**config.mk**
```make
export PLATFORM = sky130hd
export DESIGN_NAME = goose_sprite_animator
export DESIGN_NICKNAME = d
export VERILOG_FILES = /design/src/rtl/goose_pkg.sv /design/src/rtl/goose_palette.sv /design/src/rtl/goose_sprite_animator.sv
export SDC_FILE = /design/constraint.sdc
export NUM_CORES = 1
export LEC_CHECK = 0
export CELL_PAD_IN_SITES_DETAIL_PLACEMENT = 1
export CELL_PAD_IN_SITES_GLOBAL_PLACEMENT = 1
export CORE_ASPECT_RATIO = 1.25
export CORE_MARGIN = 4
export CORE_UTILIZATION = 35
export DETAILED_ROUTE_END_ITERATION = 8
export PLACE_DENSITY = 0.8
export SLEW_MARGIN = 20
export SYNTH_ARGS = -nofsm -noshare
export SYNTH_HDL_FRONTEND = slang
export SYNTH_HIERARCHICAL = 1
export SYNTH_SLANG_ARGS = --single-unit
export TNS_END_PERCENT = 50
```
**constraint.sdc**
```tcl
create_clock -name clk -period 2.08 [get_ports clk]
set_input_delay 0.416 -clock clk [delete_from_list [all_inputs] [get_ports clk]]
set_output_delay 0.416 -clock clk [all_outputs]
set_load 0.05 [all_outputs]
```
**src/rtl/goose_pkg.sv**
```systemverilog
`default_nettype none
// ============================================================================
// Module   : goose_pkg
// Purpose  : Shared constants and types for the goose sprite animator.
//            H_ACTIVE / V_ACTIVE : visible raster size in pixels.
//            rgb6_t              : {R[1:0],G[1:0],B[1:0]} colour word.
//            motion_state_t      : horizontal motion FSM states.
// Revision : 1.0 - initial release
// ============================================================================
package goose_pkg;

  localparam int H_ACTIVE = 640;
  localparam int V_ACTIVE = 480;

  typedef logic [5:0] rgb6_t;

  typedef enum logic [1:0] {
    HOLD   = 2'd0,
    MOVE_R = 2'd1,
    MOVE_L = 2'd2
  } motion_state_t;

endpackage
`default_nettype wire

```
**src/rtl/goose_palette.sv**
```systemverilog
`default_nettype none
// ============================================================================
// Module   : goose_palette
// Purpose  : Combinational palette lookup with a 2x2 ordered dither.
//            Each colour index has a base colour and a shade; the shade is
//            used on the subpixel phase 2'b11 so large flat areas get a
//            little texture at 6-bit colour depth.
// Ports    : idx      in  IDX_W  palette index (0 = transparent, maps to 0)
//            subpixel in  2      pix_x[1:0] ^ pix_y[1:0] of the pixel
//            rgb      out 6      {R[1:0],G[1:0],B[1:0]}
// Revision : 1.0 - initial release
// ============================================================================
module goose_palette
  import goose_pkg::*;
#(
  parameter int IDX_W = 3
) (
  input  logic [IDX_W-1:0] idx,
  input  logic [1:0]       subpixel,
  output logic [5:0]       rgb
);

  logic [2:0] w_sel;
  logic       w_use_shade;
  rgb6_t      w_base;
  rgb6_t      w_shade;

  // Only eight colours exist; wider indices fold onto them.
  assign w_sel       = 3'(idx);
  assign w_use_shade = (subpixel == 2'b11);

  always_comb begin
    w_base  = 6'b000000;
    w_shade = 6'b000000;
    case (w_sel)
      3'd1: begin w_base = 6'b111111; w_shade = 6'b101010; end // body white
      3'd2: begin w_base = 6'b101010; w_shade = 6'b010101; end // wing grey
      3'd3: begin w_base = 6'b111000; w_shade = 6'b110100; end // beak orange
      3'd4: begin w_base = 6'b000000; w_shade = 6'b000000; end // eye black
      3'd5: begin w_base = 6'b110100; w_shade = 6'b100100; end // feet
      3'd6: begin w_base = 6'b010101; w_shade = 6'b000001; end // shadow
      3'd7: begin w_base = 6'b111100; w_shade = 6'b111000; end // highlight
      default: begin w_base = 6'b000000; w_shade = 6'b000000; end
    endcase
  end

  assign rgb = w_use_shade ? w_shade : w_base;

endmodule
`default_nettype wire

```
**src/rtl/goose_sprite_animator.sv**
```systemverilog
`default_nettype none
// ============================================================================
// Module   : goose_sprite_animator
// Purpose  : Animated, horizontally bouncing sprite renderer placed between
//            hvsync_generator and the video output. Steps through
//            NUM_FRAMES frames of an external combinational sprite ROM at a
//            programmable rate, moves the sprite left/right once per vsync,
//            and looks up colours through a two-stage pixel pipeline with
//            matching sync delay.
// Ports    : clk, rst_n                 pixel clock, async active-low reset
//            pix_x, pix_y, video_active raster position / display enable
//            hsync_in, vsync_in         raw syncs
//            speed, step                frame rate divider, pixels per vsync
//            motion_en, pause, reverse  motion / animation controls
//            lut_frame, lut_x, lut_y    address to the external sprite ROM
//            lut_pixel                  ROM palette index (same cycle)
//            hsync_out, vsync_out       syncs delayed 2 cycles
//            rgb                        registered {R,G,B} 2 bits each
// Macro    : GOOSE_MIRROR_EN - mirror ROM columns while moving left.
// Revision : 1.0 - initial release
// ============================================================================
module goose_sprite_animator
  import goose_pkg::*;
#(
  parameter int         NUM_FRAMES  = 4,
  parameter int         SPRITE_W    = 32,
  parameter int         SPRITE_H    = 32,
  parameter int         SCALE_SHIFT = 3,
  parameter int         IDX_W       = 3,
  parameter int         Y0          = 112,
  parameter int         X0          = 0,
  parameter logic       SYNC_POL    = 1'b0,
  parameter logic [5:0] BG_RGB      = 6'b000001
) (
  input  logic                          clk,
  input  logic                          rst_n,
  input  logic [9:0]                    pix_x,
  input  logic [9:0]                    pix_y,
  input  logic                          video_active,
  input  logic                          hsync_in,
  input  logic                          vsync_in,
  input  logic [3:0]                    speed,
  input  logic [1:0]                    step,
  input  logic                          motion_en,
  input  logic                          pause,
  input  logic                          reverse,
  output logic [$clog2(NUM_FRAMES)-1:0] lut_frame,
  output logic [$clog2(SPRITE_W)-1:0]   lut_x,
  output logic [$clog2(SPRITE_H)-1:0]   lut_y,
  input  logic [IDX_W-1:0]              lut_pixel,
  output logic                          hsync_out,
  output logic                          vsync_out,
  output logic [5:0]                    rgb
);

  localparam int FRAME_W = $clog2(NUM_FRAMES);
  localparam int COL_W   = $clog2(SPRITE_W);
  localparam int ROW_W   = $clog2(SPRITE_H);

  localparam logic [10:0]        c_span_x     = 11'(SPRITE_W << SCALE_SHIFT);
  localparam logic [10:0]        c_span_y     = 11'(SPRITE_H << SCALE_SHIFT);
  localparam logic [10:0]        c_xmax       = 11'(H_ACTIVE - (SPRITE_W << SCALE_SHIFT));
  localparam logic [10:0]        c_x0         = 11'(X0);
  localparam logic [10:0]        c_y0         = 11'(Y0);
  localparam logic [FRAME_W-1:0] c_last_frame = FRAME_W'(NUM_FRAMES - 1);

  // --------------------------------------------------------------------------
  // Sync delay and vsync tick.
  // The two vsync delay flops double as the edge detector: the tick fires in
  // the cycle after vsync_in first reads active, and all frame/position
  // state updates at the end of that cycle.
  // --------------------------------------------------------------------------
  logic r_vs_d, r_vs_dd;
  logic r_hs_d, r_hs_dd;
  logic w_tick;

  always_ff @(posedge clk or negedge rst_n) begin
    if (!rst_n) begin
      r_vs_d  <= ~SYNC_POL;
      r_vs_dd <= ~SYNC_POL;
      r_hs_d  <= ~SYNC_POL;
      r_hs_dd <= ~SYNC_POL;
    end else begin
      r_vs_d  <= vsync_in;
      r_vs_dd <= r_vs_d;
      r_hs_d  <= hsync_in;
      r_hs_dd <= r_hs_d;
    end
  end

  assign w_tick    = (r_vs_d == SYNC_POL) && (r_vs_dd != SYNC_POL);
  assign hsync_out = r_hs_dd;
  assign vsync_out = r_vs_dd;

  // --------------------------------------------------------------------------
  // Animation frame counter with vsync divider.
  // --------------------------------------------------------------------------
  logic [FRAME_W-1:0] r_frame;
  logic [FRAME_W-1:0] w_frame_next;
  logic [3:0]         r_div;

  always_comb begin
    w_frame_next = r_frame;
    if (reverse) begin
      w_frame_next = (r_frame == '0) ? c_last_frame : r_frame - FRAME_W'(1);
    end else begin
      w_frame_next = (r_frame == c_last_frame) ? '0 : r_frame + FRAME_W'(1);
    end
  end

  always_ff @(posedge clk or negedge rst_n) begin
    if (!rst_n) begin
      r_frame <= '0;
      r_div   <= 4'd0;
    end else if (w_tick && !pause) begin
      if (r_div == speed) begin
        r_div   <= 4'd0;
        r_frame <= w_frame_next;
      end else if (r_div > speed) begin
        // speed was lowered below the running count: restart the count
        r_div <= 4'd0;
      end else begin
        r_div <= r_div + 4'd1;
      end
    end
  end

  assign lut_frame = r_frame;

  // --------------------------------------------------------------------------
  // Horizontal motion FSM. Positions are 11 bits so sums never wrap.
  // --------------------------------------------------------------------------
  motion_state_t r_state;
  logic [10:0]   r_pos_x;
  logic [10:0]   w_step;
  logic [10:0]   w_pos_sum;

  assign w_step    = {9'd0, step};
  assign w_pos_sum = r_pos_x + w_step;

  always_ff @(posedge clk or negedge rst_n) begin
    if (!rst_n) begin
      r_state <= HOLD;
      r_pos_x <= c_x0;
    end else if (w_tick) begin
      if (!motion_en) begin
        r_state <= HOLD;
      end else begin
        case (r_state)
          HOLD: begin
            r_state <= MOVE_R;
          end
          MOVE_R: begin
            // step=0 parks the sprite without bouncing
            if (step != 2'd0) begin
              if (w_pos_sum >= c_xmax) begin
                r_pos_x <= c_xmax;
                r_state <= MOVE_L;
              end else begin
                r_pos_x <= w_pos_sum;
              end
            end
          end
          MOVE_L: begin
            if (step != 2'd0) begin
              if (r_pos_x <= w_step) begin
                r_pos_x <= 11'd0;
                r_state <= MOVE_R;
              end else begin
                r_pos_x <= r_pos_x - w_step;
              end
            end
          end
          default: begin
            r_state <= HOLD;
          end
        endcase
      end
    end
  end

  // --------------------------------------------------------------------------
  // Stage 0: sprite-relative coordinates and ROM address.
  // pix_x/pix_y < 1024 and pos_x <= 640, so the 11-bit differences are
  // valid two's complement and bit 10 is the sign.
  // --------------------------------------------------------------------------
  logic [10:0]      w_rel_x;
  logic [10:0]      w_rel_y;
  logic             w_in_sprite;
  logic [COL_W-1:0] w_col;

  assign w_rel_x     = {1'b0, pix_x} - r_pos_x;
  assign w_rel_y     = {1'b0, pix_y} - c_y0;
  assign w_in_sprite = !w_rel_x[10] && (w_rel_x < c_span_x) &&
                       !w_rel_y[10] && (w_rel_y < c_span_y);
  assign w_col       = w_rel_x[SCALE_SHIFT +: COL_W];
  assign lut_y       = w_rel_y[SCALE_SHIFT +: ROW_W];

`ifdef GOOSE_MIRROR_EN
  localparam logic [COL_W-1:0] c_last_col = COL_W'(SPRITE_W - 1);
  // Flip columns while travelling left so the goose faces its heading.
  assign lut_x = (r_state == MOVE_L) ? (c_last_col - w_col) : w_col;
`else
  assign lut_x = w_col;
`endif

  // --------------------------------------------------------------------------
  // Stage 1: capture ROM output and per-pixel qualifiers.
  // --------------------------------------------------------------------------
  logic [IDX_W-1:0] r_s1_idx;
  logic             r_s1_in;
  logic             r_s1_va;
  logic [1:0]       r_s1_sub;

  always_ff @(posedge clk or negedge rst_n) begin
    if (!rst_n) begin
      r_s1_idx <= '0;
      r_s1_in  <= 1'b0;
      r_s1_va  <= 1'b0;
      r_s1_sub <= 2'b00;
    end else begin
      r_s1_idx <= lut_pixel;
      r_s1_in  <= w_in_sprite;
      r_s1_va  <= video_active;
      r_s1_sub <= pix_x[1:0] ^ pix_y[1:0];
    end
  end

  // --------------------------------------------------------------------------
  // Stage 2: palette and output colour register.
  // --------------------------------------------------------------------------
  logic [5:0] w_pal_rgb;
  logic [5:0] r_rgb;

  goose_palette #(
    .IDX_W (IDX_W)
  ) u_palette (
    .idx      (r_s1_idx),
    .subpixel (r_s1_sub),
    .rgb      (w_pal_rgb)
  );

  always_ff @(posedge clk or negedge rst_n) begin
    if (!rst_n) begin
      r_rgb <= 6'b000000;
    end else if (!r_s1_va) begin
      r_rgb <= 6'b000000;
    end else if (!r_s1_in || (r_s1_idx == '0)) begin
      r_rgb <= BG_RGB;
    end else begin
      r_rgb <= w_pal_rgb;
    end
  end

  assign rgb = r_rgb;

endmodule
`default_nettype wire

```
==> results_dict.tcl <==
set metrics [dict create \
    area_growth_pct 74.14 \
    wirelength_mm 13.37 \
    startpoint "r_pos_x[2]" \
    grt_max_degree 37 \
    viasPerCell 5.944 \
    finalCritPeriodShare_pct 119.8 \
    synth_top_cell_area_share_pct 29.71 \
    core-area_um2 7445 \
    slew_viol_final 0 \
    stdcell_area_um2 4693 \
    ioPinCount 57 \
    antenna_found_initial 0 \
    syn_nets 371 \
    chipWidth_um 86.49 \
    ys_warn_count 6 \
    synth_area_leaders "dfrtp_1 30%, ha_1 9.7%, o21ai_0 4.1%, dfstp_2 3.9%, a21oi_1 3.7%" \
    start_util_pct 36.20 \
    critPathCaptureType "output pin" \
    drc 0 \
    antennaDiodeCount 0 \
    final_util_pct 63.04 \
    synth_edf_count 0 \
    synth-seq-cells 36 \
    io_buffers 53 \
    synth_cell_types 59 \
    layout-drive-gt1-share_pct 41.27 \
    dp_cells 501 \
    grt_setup_unrepaired "yes" \
    r2r_end "r_state[1]" \
    drt_iter0_drc 301 \
    setup_viol_count_final 18 \
    synth-xor-area-share_pct 3.575 \
    p_total_mw 4.070 \
    detailed_place.area_um2 3953 \
    hold_class "reg -> reg" \
    dieHeight_um 106.1 \
    yosys.area_share.adder_pct 11.23 \
    synth_common_cells "32 x dfrtp_1, 26 x nand2_1, 25 x inv_1" \
    grt_pass1_wl_mm 20.15 \
    async_flop_share_pct 100.0 \
    cts_tree "built" \
    dp_hpwl_mm 7.344 \
    synth.most_common_cell "dfrtp_1" \
    hp-start "r_hs_d" \
    holdBufCountCts 0 \
    worst_pin_slew_ps 521.2 \
    period_minus_slack_ps 2492 \
    wl_per_cell_um 25.08 \
    synthSimpleGateAreaFrac_pct 22.14 \
    maxCapViolCount 0 \
    htreeDepth 2 \
    nets 500 \
    synth_top_family_by_area "compound AO/OA/AOI/OAI gates" \
    ant_nets 0 \
    synth_compound_area_share_pct 23.63 \
    rows 35 \
    grt_overflow 0 \
    holdPathEnd "hsync_out" \
    status "finished with violations" \
    powerDensity_nw_per_um2 867.2 \
    via_count 3168 \
    critPathKind "reg -> out" \
    path_clk_slew_ps 80 \
    critPathArrivalTime_ps 2080 \
    reg2reg_slack_ps -400 \
    synth_ff_type "dfrtp_1" \
    design.die.area_um2 9177 \
    crit_path_start_kind "flop" \
    yosys-mux-area-fraction_pct 0.7428 \
    required_ps 1660 \
    insertion_delay_ps 310 \
    worst_slack_ps -411.8 \
    postSynthAreaPerCell_um2 8.666 \
    worst-path-max-fanout 4 \
    violations "setup timing" \
    yosysTopAreaCell "dfrtp_1" \
    syn-cell-area_um2 2695 \
    first_pass_iters 4 \
    hold_path_depth 0 \
    root_buffer "clkbuf_8" \
    fmax_mhz 401.3 \
    finClkSkew_ps 13.85 \
    final-hold-violation-count 0 \
    track_usage_pct 28.70 \
    clock-sinks 36 \
    r2r-start "r_pos_x[1]" \
    grt_pass1_vias 3636 \
    netlist_instances 311 \
    gp_congestion 0.9703 \
    numCtsBuffers 5 \
    final_cells 533 \
    yosysSeqAreaShare_pct 33.61 \
    cts_max_path_buffers 2 \
    p_leak_nw 1.992 \
    reg2regPathDepth 11 \
    slew_headroom_pct 65.20 \
    vdd_drop_max_mv 0.8941 \
]
[cell type report]
cell class | instances | area, um2
Inverter | 25 | 98.84
Fill cell | 803 | 2751
Clock buffer | 5 | 68.82
Clock inverter | 3 | 18.77
Timing Repair Buffer | 131 | 1259
Multi-Input combinational cell | 241 | 2225
Tap cell | 92 | 115.1
Sequential cell | 36 | 908.4
[routing by layer]
layer | track usage (%) | wire, um | vias up
li1 | - | - | 1383
met1 | 30.01 | 4643 | 1551
met2 | 53.94 | 7201 | 165
met3 | 4.341 | 695 | 69
met4 | 14.59 | 828 | 0
met5 | 0 | 0 | -
[stage by stage]
step	hold slack (ps)	setup TNS (ps)	setup slack [ps]
final	365.1	-5513	-411.8
after global routing	371.9	-6437	-492.9
after CTS	367.9	-2732	-377.4
after detailed placement	353.5	-12940	-791.3
after global placement	350.0	-11030	-670.4
after floorplan	120.4	-554.1	-131.4
[worst max-delay path, stage by stage (launching register included)]
cell,delay (ps)
dfrtp_1,400
inv_4,60
ha_4,290
nand2_4,50
o21ai_4,230
a21oi_4,110
o21bai_4,180
buf_6,140
xor2_4,150
buf_12,150
[how the worst max path moves through the flow]
stage | endpoint | slack [ps] | depth (start not counted)
2_1_floorplan | lut_x[3] | -130 | 9
3_3_place_gp | r_pos_x[5] | -670 | 10
3_5_place_dp | r_pos_x[5] | -790 | 10
4_1_cts | lut_x[2] | -380 | 9
5_1_grt | lut_x[2] | -490 | 9
6_report | lut_x[2] | -410 | 9
[flip-flops by register name, summed over array words and instances (netlist names)]
signal and cells:
hsync_out 1, lut_frame 2, r_div 4, r_hs_d 1, r_pos_x 11, r_s1_idx 3
r_s1_in 1, r_s1_sub 2, r_s1_va 1, r_state 2, r_vs_d 1, rgb 6
vsync_out 1
[layout by cell type (no fill, tap or decap), types with 3 or more instances in the layout]
| master | synthesis | final |
|---|---|---|
| inv_2 | 0 | 3 |
| or3_1 | 6 | 3 |
| or2_2 | 4 | 4 |
| a21oi_1 | 20 | 15 |
| o31ai_1 | 3 | 3 |
| nor3_1 | 7 | 5 |
| nand3_1 | 10 | 7 |
| o21ai_1 | 4 | 7 |
| a211oi_2 | 0 | 3 |
| dlygate4sd2_1 | 0 | 8 |
| xor2_1 | 8 | 4 |
| or3_4 | 3 | 6 |
| a31oi_1 | 4 | 3 |
| ha_1 | 21 | 11 |
| nand2b_1 | 10 | 10 |
| o21a_1 | 4 | 3 |
| clkbuf_8 | 0 | 5 |
| and2_1 | 8 | 7 |
| buf_4 | 1 | 67 |
| nand2_1 | 26 | 20 |
| xor2_4 | 0 | 3 |
| o21ai_2 | 0 | 3 |
| buf_6 | 0 | 10 |
| dfstp_2 | 4 | 4 |
| nand2_2 | 0 | 3 |
| nand4_1 | 4 | 4 |
| a21o_1 | 3 | 3 |
| dfrtp_1 | 32 | 30 |
| buf_12 | 0 | 11 |
| nor2_1 | 14 | 13 |
| clkdlybuf4s50_1 | 0 | 34 |
| o21ai_4 | 0 | 3 |
| o21ai_0 | 22 | 13 |
| ha_4 | 0 | 9 |
| a21oi_4 | 0 | 6 |
| o31a_1 | 4 | 4 |
| inv_1 | 25 | 20 |
| nand2_4 | 0 | 3 |
[what timing repair did]
action,in CTS,in global routing
setup endpoints to repair,19,22
resized for setup,82,23
pin swaps,37,14
buffers inserted,20,8
[report_power, final]
part	internal, mW	switching (mW)
Sequential	0.805	0.120
Clock	0.234	0.310
Combinational	1.25	1.35
Total	2.29	1.78
[cells by family after synthesis]
group,count (synthesis)
flops,36
simple gates,109
buf+inv,34
compound gates,96
mux,2
xor+xnor,11
fa+ha+maj,23
No activity file was read; power rests on OpenSTA's default activity.
